**src/rtl/mmio_console.sv**
```systemverilog
// mmio_console: memory-mapped console with a FIFO-fed 8N1 transmitter,
// a free-running cycle counter and a sticky end-of-test halt register.
module mmio_console #(
   parameter int CLKS_PER_BIT = 4,
   parameter int FIFO_AW      = 3
) (
   input  logic        CLK,
   input  logic        RSTn,
   input  logic        CSN,
   input  logic        WEN,
   input  logic [3:0]  BE,
   input  logic [11:0] ADDR,
   input  logic [31:0] DI,
   output logic [31:0] DOUT,
   output logic        TXD,
   output logic        HALT,
   output logic [31:0] HALT_CODE
);
   localparam int DEPTH = 1 << FIFO_AW;
   localparam int BW = $clog2(CLKS_PER_BIT);
   localparam logic [BW-1:0] LAST = BW'(CLKS_PER_BIT - 1);
   localparam logic [FIFO_AW:0] FULL_CNT = (FIFO_AW + 1)'(DEPTH);
   localparam logic [1:0] IDLE = 2'd0, START = 2'd1, DATA = 2'd2, STOP = 2'd3;

   logic [7:0] mem [DEPTH];
   logic [FIFO_AW-1:0] wp, rp;
   logic [FIFO_AW:0] count;
   logic [1:0] state;
   logic [BW-1:0] baud;
   logic [2:0] nbit;
   logic [7:0] sh;
   logic [31:0] cycle, bmask, rdata;
   logic ovf, hit, wr, rd, empty, full, busy, pop, push_req, push_ok, ovf_clr, cyc_wr, halt_wr, bit_end;
   logic unused_addr;

   assign unused_addr = ^ADDR[1:0];
   assign hit = ADDR[11:4] == 8'd0;
   assign wr = !CSN && !WEN && hit;
   assign rd = !CSN && WEN;
   assign empty = count == '0;
   assign full = count == FULL_CNT;
   assign busy = state != IDLE;
   assign pop = !busy && !empty;
   assign push_req = wr && ADDR[3:2] == 2'd0 && BE[0];
   // A pop on the same edge frees a slot, so a push into a full FIFO still lands
   assign push_ok = push_req && (!full || pop);
   assign ovf_clr = wr && ADDR[3:2] == 2'd1 && BE[0] && DI[3];
   assign cyc_wr = wr && ADDR[3:2] == 2'd2 && |BE;
   assign halt_wr = wr && ADDR[3:2] == 2'd3 && |BE;
   assign bit_end = busy && baud == LAST;
   assign bmask = {{8{BE[3]}}, {8{BE[2]}}, {8{BE[1]}}, {8{BE[0]}}};

   always_comb
      rdata = !hit ? '0 :
              ADDR[3:2] == 2'd1 ? {28'd0, ovf, busy, full, empty} :
              ADDR[3:2] == 2'd2 ? cycle :
              ADDR[3:2] == 2'd3 ? HALT_CODE : '0;

   always_ff @(posedge CLK)
      if (RSTn && push_ok) mem[wp] <= DI[7:0];

   always_ff @(posedge CLK) begin
      if (!RSTn) begin
         DOUT <= '0;
         HALT <= 1'b0;
         HALT_CODE <= '0;
         cycle <= '0;
         ovf <= 1'b0;
         wp <= '0;
         rp <= '0;
         count <= '0;
      end else begin
         if (rd) DOUT <= rdata;
         if (halt_wr) begin
            HALT <= 1'b1;
            HALT_CODE <= DI & bmask;
         end
         cycle <= cyc_wr ? (DI & bmask) | (cycle & ~bmask) : cycle + 32'd1;
         ovf <= (push_req && !push_ok) || (ovf && !ovf_clr);
         if (push_ok) wp <= wp + 1'b1;
         if (pop) rp <= rp + 1'b1;
         count <= count + (FIFO_AW + 1)'(push_ok) - (FIFO_AW + 1)'(pop);
      end
   end

   always_ff @(posedge CLK) begin
      if (!RSTn) begin
         state <= IDLE;
         TXD <= 1'b1;
         baud <= '0;
         nbit <= '0;
         sh <= '0;
      end else begin
         baud <= (!busy || bit_end) ? '0 : baud + 1'b1;
         if (!busy) begin
            if (pop) begin
               state <= START;
               sh <= mem[rp];
               TXD <= 1'b0;
            end
         end else if (bit_end) begin
            if (state == START) begin
               state <= DATA;
               TXD <= sh[0];
               nbit <= '0;
            end else if (state == DATA) begin
               sh <= sh >> 1;
               nbit <= nbit + 1'b1;
               state <= nbit == 3'd7 ? STOP : DATA;
               TXD <= nbit == 3'd7 ? 1'b1 : sh[1];
            end else begin
               state <= IDLE;
            end
         end
      end
   end
endmodule

```
**config.mk**
```make
export PLATFORM = sky130hd
export DESIGN_NAME = mmio_console
export DESIGN_NICKNAME = d
export VERILOG_FILES = /design/src/rtl/mmio_console.sv
export SDC_FILE = /design/constraint.sdc
export NUM_CORES = 1
export LEC_CHECK = 0
export CAP_MARGIN = 20
export CORE_UTILIZATION = 55
export CTS_BUF_LIST = sky130_fd_sc_hd__clkbuf_16
export DETAILED_ROUTE_END_ITERATION = 16
export GPL_ROUTABILITY_DRIVEN = 0
export PLACE_DENSITY = 0.9
export SKIP_CTS_REPAIR_TIMING = 1
export SLEW_MARGIN = 10
export SYNTH_ARGS = -nofsm -noshare
export SYNTH_HDL_FRONTEND = slang
export SYNTH_SLANG_ARGS = --single-unit
```
**constraint.sdc**
```tcl
create_clock -name CLK -period 3.5 [get_ports CLK]
set_input_delay 0.35 -clock CLK [delete_from_list [all_inputs] [get_ports CLK]]
set_output_delay 0.35 -clock CLK [all_outputs]
set_load 0.02 [all_outputs]
```
Word level (Yosys, flattened, before mapping). Memories as Yosys holds them, arrays and structs flattened. A register that Yosys moved wholly into a read port is not among the register bits. Cells that the tools add are included.

Reductions and logical operators: 40. Mux-type cells: 28. $add $sub $neg: 7. Equal/unequal tests: 12. Bitwise operators: 5.

Operator list (number): 32-bit two-way mux (5); 32-bit bitwise AND (2); 8-bit two-way mux (5); 32-bit by 1-bit adder with 32-bit output (second input constant) (1); 32-bit NOT (1); 32-bit bitwise OR (1); 1-bit logical AND (18); 3-bit two-way mux (4); 2-bit two-way mux (5); 3-bit by 1-bit adder with 3-bit output (second input constant) (3); 1-bit two-way mux (9); 2-bit == test (second input constant) (4); 8-bit zero test (1); 1-bit zero test (7); 3-bit AND reduction (2); 2-bit nonzero test (3); 4-bit by 1-bit adder with 4-bit output (1); 2-bit by 1-bit == test with 1-bit output (second input constant) (2); 4-bit == test (second input constant) (1); 4-bit zero test (1); 2-bit by 1-bit inequality test with 1-bit output (second input constant) (2); 4-bit AND reduction (1); 4-bit OR reduction (1); 4-bit by 1-bit subtractor with 4-bit output (1); 9 further kinds (11).

Bits in registers: 124. Input port bits: 52. Output and inout port bits: 66. Memories kept: 1. Logic and storage cells: 106. Memory bits (writable): 64.

Memory list: mem (words 8, width 8, rd ports 1, clocked after Yosys merged registers in 1, write ports 1, line 25) `logic [7:0] mem [DEPTH];`.

Longest topological paths before layout. Gate-level depths: netlist of run 1.

Word-level depth: 9. Depth in mapped cells: 12. Mapped depth without buffers: 11.

Least setup slack after synthesis of run 1. Ideal clock, no wire load.

Path kind: reg2reg. Start: reg state[0]. End: mem mem[6][0] (enable). Arrival: 2150 ps. Required time: 3117 ps. Setup time: 383 ps. Setup slack: 967 ps. Period minus slack after synthesis: 2533 ps. Buffers on the path: 2. Stages on the path, launching flop included: 10. Path through: dfxtp_1 inv_1 ha_1 clkbuf_1 inv_1 o21ai_0 and2_1 clkbuf_1 nand2_1 nor3_1.

Word-level cells in the longest chain between the ends: 8.

Ends and longest elaborated chain: from (decl) (line 28) `logic [1:0] state;`; from (signal assigned) (line 109) `state <= nbit == 3'd7 ? STOP : DATA;`; 2-bit nonzero test (line 42) `assign busy = state != IDLE;`; 1-bit zero test; 1-bit logical AND (line 43) `assign pop = !busy && !empty;`; 1-bit logical OR (line 46) `assign push_ok = push_req && (!full || pop);`; 1-bit logical AND (line 46); 1-bit logical AND (line 60) `if (RSTn && push_ok) mem[wp] <= DI[7:0];`; 1-bit two-way mux (line 60); 1-bit two-way mux (not written as such) (line 60); to (decl) (line 25).

Every way passes these cells.

Worst setup path after layout of run 1.
Start: reg state[0]. End: reg count[1].

Word-level cells in the longest chain between the ends: 7.

Ends and longest elaborated chain: 2-bit nonzero test * (line 42); 1-bit zero test *; 1-bit logical AND * (line 43); 1-bit logical OR (line 46); 1-bit logical AND (line 46); 4-bit by 1-bit adder with 4-bit output (line 82) `count <= count + (FIFO_AW + 1)'(push_ok) - (FIFO_AW + 1)'(pop);`; 4-bit by 1-bit subtractor with 4-bit output * (line 82); to (signal assigned) (line 82); to (decl) (line 27) `logic [FIFO_AW:0] count;`.

Every way passes the cells marked *; elsewhere a longest branch is shown, timed or not. A chain may end at the register's enable or synchronous reset.

==> results of run 1 <==
## synthesized netlist by cell type, drive strengths merged (2+ instances only)
| library cell | n |
|---|---|
| a211o | 2 |
| nor2 | 82 |
| mux2i | 37 |
| clkbuf | 35 |
| nor4 | 9 |
| buf | 24 |
| nand2b | 3 |
| o211ai | 2 |
| o311ai | 2 |
| nor3b | 8 |
| or4 | 4 |
| a311oi | 9 |
| mux2 | 4 |
| and4 | 5 |
| o2bb2ai | 7 |
| dfxtp | 127 |
| a21oi | 67 |
| o21ai | 59 |
| edfxtp | 64 |
| a2111oi | 5 |
| mux4 | 16 |
| nand3 | 45 |
| nor2b | 2 |
| ha | 15 |
| a2bb2oi | 28 |
| or3 | 4 |
| a22oi | 6 |
| a211oi | 7 |
| and3 | 6 |
| nand3b | 6 |
| nand4 | 10 |
| nand2 | 53 |
| and2 | 12 |
| xnor2 | 4 |
| a31oi | 7 |
| inv | 11 |
| nor3 | 27 |
| nor4b | 3 |
| o31a | 4 |
## power by group through the flow
stage	Sequential (uW)	Clock (uW)	Combinational (uW)
finish	2520	1910	1050
detailed placement	2560	0	1030
global placement	2550	0	973
global route	2530	2010	1160
floorplan	2510	0	770
CTS	2520	1920	1050
## cell type report
class,count,area [um2]
multi-input combinational,575,3844
sequential,191,4464
tap,211,264.0
inverter,12,46.29
clock inverter,14,122.6
fill,1030,4721
clock buffer,18,450.4
timing repair buffer,140,1346
## how the worst max path moves through the flow
stage	slack, ns	start	to
floorplan	0.97	state[0]	mem[6][0]
global placement	0.55	ADDR[5]	count[2]
detailed placement	0.50	ADDR[9]	count[2]
CTS	0.74	state[0]	count[1]
global route	0.41	state[0]	count[1]
finish	0.68	state[0]	count[1]
## per-layer routing
metal	track usage	part of all wire	vias to the layer above
met5	0	0	-
met4	0.1106	0.029	0
met3	0.06030	0.098	67
met2	0.4522	0.47	460
met1	0.3891	0.40	3509
li1	-	-	3346
## cell families after synthesis
group           count (synthesis)  synth area share
simple gates                  280            0.1617
flops                         191            0.5187
compound gates                217            0.1651
buf+inv                        71           0.03518
xor+xnor                        5          0.005088
fa+ha+maj                      16           0.02413
mux                            57           0.09013
## per-stage QoR
step | std cells | area, um2
floorplan | 837 | 8607
global placement | 1129 | 9965
detailed placement | 1129 | 9965
CTS | 1161 | 10540
global route | 1161 | 10540
finish | 1161 | 10540
==> results.yml, run 1 <==
outcome:
  status: "complete, no violations"
pwr:
  p_sw_frac: 0.2778
  switchingPower_uw: 1523
  clock_power_share: 0.349
  p_per_area_nw_per_um2: 520.3
  peakVddDrop_uv: 377.1
  power_frac_comb: 0.192
  pwr-share-seq: 0.460
  p_leak_uw: 0.003501
  power_uw: 5483
  p_int_uw: 3959
final_layout:
  final_cell_mix: "127 x dfxtp_1, 114 x clkdlybuf4s50_1, 81 x nor2_1"
  layout_commonest_cell: "dfxtp_1"
  final_nets: 1005
  final_core_util: 0.6906
  insertedDiodeCount: 0
  syn_to_final_growth_pct: 22.43
  layout-drive-gt1-share: 0.09368
min_path:
  hold_depth: 1
  min_from: "baud[0]"
  min_to: "baud[0]"
  worstHoldPathType: "register to register"
place:
  hpwlAfterDp_um: 14570
  port_buffers: 115
  dp_slack_ns: 0.4966
sta:
  hold_violations: 0
  rsz0062_at_grt: "no"
  maxSlewHeadroom: 0.4438
  fin_tns_setup_ns: 0
  final-max-slew-violation-count: 0
  fmax_mhz: 354.6
  holdWs_ns: 0.4465
  fin_skew_ns: 0.009305
  fin_ws_ns: 0.6801
  setup_viol: 0
  period_share: 0.8057
  min_period_ns: 2.820
  worst_pin_slew_ns: 0.8332
worst_setup_path:
  critical-path-top-delay-family: "adder cells"
  crit_fanout: 19
  crit_arrival_ns: 3.15
  slowest_stage: "ha_1"
  slowest_delay_ns: 0.56
  crit_path_start_kind: "register"
  end_kind: "register"
  critPathRequiredTime_ns: 3.83
  reg2reg_from: "state[0]"
  path_cells: "inv_1 -> ha_1 -> inv_1 -> nor2_1 -> nand2b_1 -> o21ai_0 -> ha_1 -> fa_1 -> and2_1"
  cp_num_buf_inv: 2
  reg2reg_to: "count[1]"
  reg2reg_depth: 9
  path_depth: 9
  crit_type: "register to register"
  reg2reg_setup_slack_ns: 0.68
clock_tree:
  cts-root-buf: "clkbuf_16"
  numCtsBuffers: 17
  cts_tree: "done"
  clkSinkCount: 191
  cts_max_level: 4
  clock_latency_ns: 0.44
  clkTransAtPathRegs_ns: 0.07
  cts_buffer_depth: 2
global_routing:
  antenna_found_initial: 0
  track_usage: 0.2865
  grt-ovfl-total: 0
  grt_pass1_vias: 7021
  grt_max_degree: 108
  grt_pass1_wl_um: 36140
yosys:
  synthCells: 837
  syn-mean-instance-area_um2: 10.28
  yosysUniqueCellTypes: 66
  async_flop_share: 0
  synth_area_leaders: "dfxtp_1 30%, edfxtp_1 22%, mux2i_1 4.3%"
  synth-seq-cells: 191
  ys_warn_count: 0
  yosysSeqAreaShare: 0.5187
  ys.flop_type: "dfxtp_1"
  synth_edf_count: 64
  synth_fp_nets: 905
  synth_area_leader_cell: "dfxtp_1"
  netlist_area_um2: 8607
  synth.top_cell.area_share: 0.2954
drt:
  wl_um: 22820
  drtIter0Drc: 797
  routed_via_density: 6.358
  ant_nets: 0
  post_drt_wl_per_cell_um: 19.66
  drc: 0
  vias: 7382
  first_pass_iters: 8
die:
  num_rows: 45
  die_h_um: 127.1
  io_pins: 118
  start_util: 0.5641
  core_um2: 15260
  dieArea_um2: 16150
  die_x_um: 127.1
job:
  max-cap-violations: 0
No activity file was read; power rests on OpenSTA's default activity.
==> run 2: changes to the inputs <==
==> constraint.sdc (replaced) <==
create_clock -name CLK -period 2.9 [get_ports CLK]
set_input_delay 0.29 -clock CLK [delete_from_list [all_inputs] [get_ports CLK]]
set_output_delay 0.29 -clock CLK [all_outputs]
set_load 0.02 [all_outputs]
==> run 2 against run 1 <==
Net effect: global-route usage increased by 0.63 points; register-to-register slack got worse by 0.16 ns; setup slack got worse by 0.24 ns; clock power increased by 24%; non-clock buffer count increased by 11.
==> results.yml, run 2 (synthesized netlist as in run 1, its figures left out) <==
pwr:
  p_per_area_nw_per_um2: 629.0
  p_int_uw: 4851
  pwr-share-seq: 0.454
  power_frac_comb: 0.193
  peakVddDrop_uv: 493.2
  p_sw_frac: 0.2752
  p_leak_uw: 0.003551
  power_uw: 6693
  clock_power_share: 0.353
  switchingPower_uw: 1842
drt:
  drtIter0Drc: 989
  vias: 7439
  post_drt_wl_per_cell_um: 19.74
  routed_via_density: 6.347
  drc: 0
  ant_nets: 0
  first_pass_iters: 8
  wl_um: 23140
worst_setup_path:
  crit_arrival_ns: 2.76
  worstSetupEndpoint: "count[2]"
  critPathRequiredTime_ns: 3.20
  reg2reg_to: "count[1]"
  reg2reg_setup_slack_ns: 0.52
  crit_path_start_kind: "input pin"
  end_kind: "register"
  crit_type: "input pin to register"
  reg2reg_from: "count[2]"
  reg2reg_depth: 9
  crit_fanout: 5
  startpoint: "ADDR[9]"
final_layout:
  fill_cells: 1000
  layout-drive-gt1-share: 0.1051
  multi_input_area_um2: 3844
  regArea_um2: 4464
  insertedDiodeCount: 0
  final_core_util: 0.6973
  syn_to_final_growth_pct: 23.62
  final_nets: 1016
  final_cell_mix: "127 x dfxtp_1, 114 x clkdlybuf4s50_1, 81 x nor2_1"
  layout_commonest_cell: "dfxtp_1"
place:
  port_buffers: 115
  hpwlAfterDp_um: 15000
clock_tree:
  cts_buffer_depth: 2
  clkTransAtPathRegs_ns: 0.07
  clkSinkCount: 191
  numCtsBuffers: 17
  clock_latency_ns: 0.43
  cts_max_level: 4
  cts_tree: "done"
  cts-root-buf: "clkbuf_16"
die:
  die_x_um: 127.1
  io_pins: 118
  start_util: 0.5641
  core_um2: 15260
  num_rows: 45
  die_h_um: 127.1
  dieArea_um2: 16150
global_routing:
  grt_pass1_vias: 7159
  grt_max_degree: 108
  antenna_found_initial: 0
  grt_pass1_wl_um: 36690
  grt-ovfl-total: 0
  track_usage: 0.2928
sta:
  min_period_ns: 2.459
  maxSlewHeadroom: 0.4953
  rsz0062_at_grt: "no"
  holdWs_ns: 0.4301
  period_share: 0.8481
  hold_violations: 0
  final-max-slew-violation-count: 0
  fin_skew_ns: 0.01192
  setup_viol: 0
  fmax_mhz: 406.6
  worst_pin_slew_ns: 0.7561
  fin_tns_setup_ns: 0
job:
  max-cap-violations: 0
min_path:
  worstHoldPathType: "register to register"
outcome:
  status: "complete, no violations"
## run 2: power groups by stage
stage | Combinational (uW) | Sequential, uW | Clock [uW]
CTS | 1280 | 3040 | 2380
global placement | 1210 | 3080 | 0
finish | 1290 | 3040 | 2360
floorplan | 930 | 3030 | 0
global route | 1410 | 3050 | 2480
detailed placement | 1260 | 3090 | 0
## run 2: how the worst min path moves through the flow
stage | slack, ns | start | endpoint | cells after the start
4_1_cts | 0.43 | baud[0] | baud[0] | 1
2_1_floorplan | 0.39 | DI[0] | mem[0][0] | 0
3_3_place_gp | 0.42 | baud[0] | baud[0] | 1
5_1_grt | 0.45 | baud[0] | baud[0] | 1
6_report | 0.43 | baud[0] | baud[0] | 1
3_5_place_dp | 0.42 | baud[0] | baud[0] | 1
## run 2: stage by stage
| step | setup slack [ns] | instances | instance area [um2] |
|---|---|---|---|
| after global placement | 0.1551 | 1140 | 10050 |
| after global routing | 0.3496 | 1172 | 10640 |
| after floorplan | 0.3670 | 837 | 8607 |
| final | 0.4406 | 1172 | 10640 |
| after CTS | 0.4897 | 1172 | 10640 |
| after detailed placement | 0.08030 | 1140 | 10050 |
## run 2: per-layer routing
layer | vias up | track usage | wire length [um]
met5 | - | 0 | 0
met2 | 465 | 0.4580 | 10490
met3 | 90 | 0.07203 | 2287
li1 | 3368 | - | -
met4 | 0 | 0.1415 | 864
met1 | 3516 | 0.3830 | 9496
## run 2: critical path: stages
cell and delay [ns]:
clkdlybuf4s50_1 0.41, nor4_1 0.41, buf_4 0.20, and4_1 0.27
nand2b_1 0.21, o21ai_0 0.12, ha_1 0.24, fa_1 0.39
xnor2_1 0.16, nor2_1 0.06
## run 2: final cells by class
cell class	count	share of cell area
inverter	12	0.004351
multi-input combinational	575	0.3612
clock inverter	15	0.01576
sequential	191	0.4196
timing repair buffer	151	0.1343
clock buffer	17	0.03998
tap	211	0.02481
==> run 3: changes to the inputs <==
--- a/config.mk
+++ b/config.mk
@@ -6,11 +6,11 @@
 export NUM_CORES = 1
 export LEC_CHECK = 0
 export CAP_MARGIN = 20
-export CORE_UTILIZATION = 55
+export CORE_UTILIZATION = 50
 export CTS_BUF_LIST = sky130_fd_sc_hd__clkbuf_16
 export DETAILED_ROUTE_END_ITERATION = 16
 export GPL_ROUTABILITY_DRIVEN = 0
-export PLACE_DENSITY = 0.9
+export PLACE_DENSITY = 0.87
 export SKIP_CTS_REPAIR_TIMING = 1
 export SLEW_MARGIN = 10
 export SYNTH_ARGS = -nofsm -noshare
==> constraint.sdc (replaced) <==
create_clock -name CLK -period 2.2 [get_ports CLK]
set_input_delay 0.22 -clock CLK [delete_from_list [all_inputs] [get_ports CLK]]
set_output_delay 0.22 -clock CLK [all_outputs]
set_load 0.02 [all_outputs]
==> run 3 against run 2 <==
Net effect: die area grew 9.8%; clock power grew 38%; critical path depth shrank 1; routed wire length grew 5.9%; global-route usage shrank 1.5 points; via count grew 2.1%; design area grew 4.1%; highest routed layer unchanged.
==> results.yml, run 3 (synthesized netlist as in run 1, its figures left out) <==
worst_setup_path:
  crit_path_start_kind: "input pin"
  slowest_delay_ns: 0.45
  critPathRequiredTime_ns: 2.56
  path_cells: "clkdlybuf4s50_1 -> buf_4 -> or4_4 -> and4_2 -> buf_4 -> buf_4 -> nor4b_1 -> a21oi_1 -> a21oi_1"
  reg2reg_setup_slack_ns: 0.08
  reg2reg_to: "mem[6][2]"
  crit_fanout: 13
  crit_type: "input pin to register"
  startpoint: "BE[0]"
  reg2reg_depth: 9
  crit_path_frequent_cell: "buf_4"
  end_kind: "register"
  crit_arrival_ns: 2.50
  slowest_stage: "or4_4"
  reg2reg_from: "state[1]"
clock_tree:
  clkTransAtPathRegs_ns: 0.08
  clock_latency_ns: 0.44
  cts_max_level: 4
  numCtsBuffers: 17
  cts_buffer_depth: 2
  clkSinkCount: 191
  cts-root-buf: "clkbuf_16"
  cts_tree: "done"
sta:
  maxSlewHeadroom: 0.6496
  hold_violations: 0
  worst_pin_slew_ns: 0.5240
  final-max-slew-violation-count: 0
  fin_skew_ns: 0.007800
  fmax_mhz: 466.0
  period_share: 0.9755
  min_period_ns: 2.146
  setup_viol: 0
global_routing:
  grt-ovfl-total: 0
  antenna_found_initial: 0
  track_usage: 0.2777
  grt_pass1_wl_um: 38250
  grt_max_degree: 108
  grt_pass1_vias: 7188
final_layout:
  fin_area_um2: 11080
  syn_to_final_growth_pct: 28.68
  layout-drive-gt1-share: 0.1570
  multi_input_area_um2: 3924
  final_cell_mix: "127 x dfxtp_1, 114 x clkdlybuf4s50_1, 80 x nor2_1"
  insertedDiodeCount: 0
  final_nets: 1055
  final_core_util: 0.6632
  layout_commonest_cell: "dfxtp_1"
  regArea_um2: 4464
  fill_cells: 1201
drt:
  wl_um: 24500
  routed_via_density: 6.227
  first_pass_iters: 5
  ant_nets: 0
  drtIter0Drc: 1057
  post_drt_wl_per_cell_um: 20.08
  vias: 7597
  drc: 0
die:
  die_h_um: 133.2
  die_x_um: 133.2
  start_util: 0.5154
  core_um2: 16700
  dieArea_um2: 17740
  io_pins: 118
  num_rows: 47
min_path:
  worstHoldPathType: "input pin to register"
  hold_depth: 3
place:
  dpl_cell_area_um2: 10380
  port_buffers: 115
  hpwlAfterDp_um: 16940
pwr:
  peakVddDrop_uv: 638.9
  p_per_area_nw_per_um2: 838.3
  p_leak_uw: 0.003775
job:
  max-cap-violations: 0
outcome:
  status: "complete, no violations"
[run 3: worst min-delay path by stage]
| stage | from | endpoint | slack (ns) |
|---|---|---|---|
| 2_1_floorplan | DI[0] | mem[0][0] | 0.32 |
| 3_3_place_gp | baud[0] | baud[0] | 0.42 |
| 3_5_place_dp | baud[0] | baud[0] | 0.43 |
| 4_1_cts | DI[25] | HALT_CODE[25] | 0.40 |
| 5_1_grt | DI[25] | HALT_CODE[25] | 0.42 |
| 6_report | DI[25] | HALT_CODE[25] | 0.40 |
[run 3: where the power goes]
part	internal, uW	switching (uW)	leakage, uW	total [uW]
Sequential	3830	136	0.00160	3960
Clock	1750	1500	0.000306	3250
Combinational	1000	1070	0.00187	2070
Total	6570	2710	0.00378	9290
[run 3: stage by stage]
step	TNS (ns)	std cells	setup WS (ns)	hold slack [ns]	power (uW)
2_1_floorplan	-3.862	837	-0.09897	0.3189	5225
4_1_cts	-0.06779	1219	-0.06543	0.4019	9131
3_5_place_dp	-19.35	1187	-0.3425	0.4332	5913
3_3_place_gp	-16.09	1187	-0.2877	0.4168	5817
5_1_grt	-0.04022	1220	-0.04022	0.4152	9635
6_report	0	1220	0.05387	0.4040	9285
[run 3: final cells by class]
cell class / count / share of cell area
tap: 220 / 0.02485
sequential: 191 / 0.4031
clock buffer: 17 / 0.03841
clock inverter: 15 / 0.01751
timing repair buffer: 190 / 0.1577
multi-input combinational: 575 / 0.3543
inverter: 12 / 0.004180
[run 3: worst max-delay path: cells and delay by family]
kind / cells / cell delay, ns
compound gates: 2 / 0.25
buf+inv: 4 / 0.90
simple gates: 3 / 1.13
[run 3: per-layer routing]
layer  global-route usage  up-vias  wire (um)
met3              0.05518       66       2129
met5                    0        -          0
met4               0.1130        0        748
li1                     -     3434          -
met2               0.4380      435      11470
met1               0.3756     3662      10150
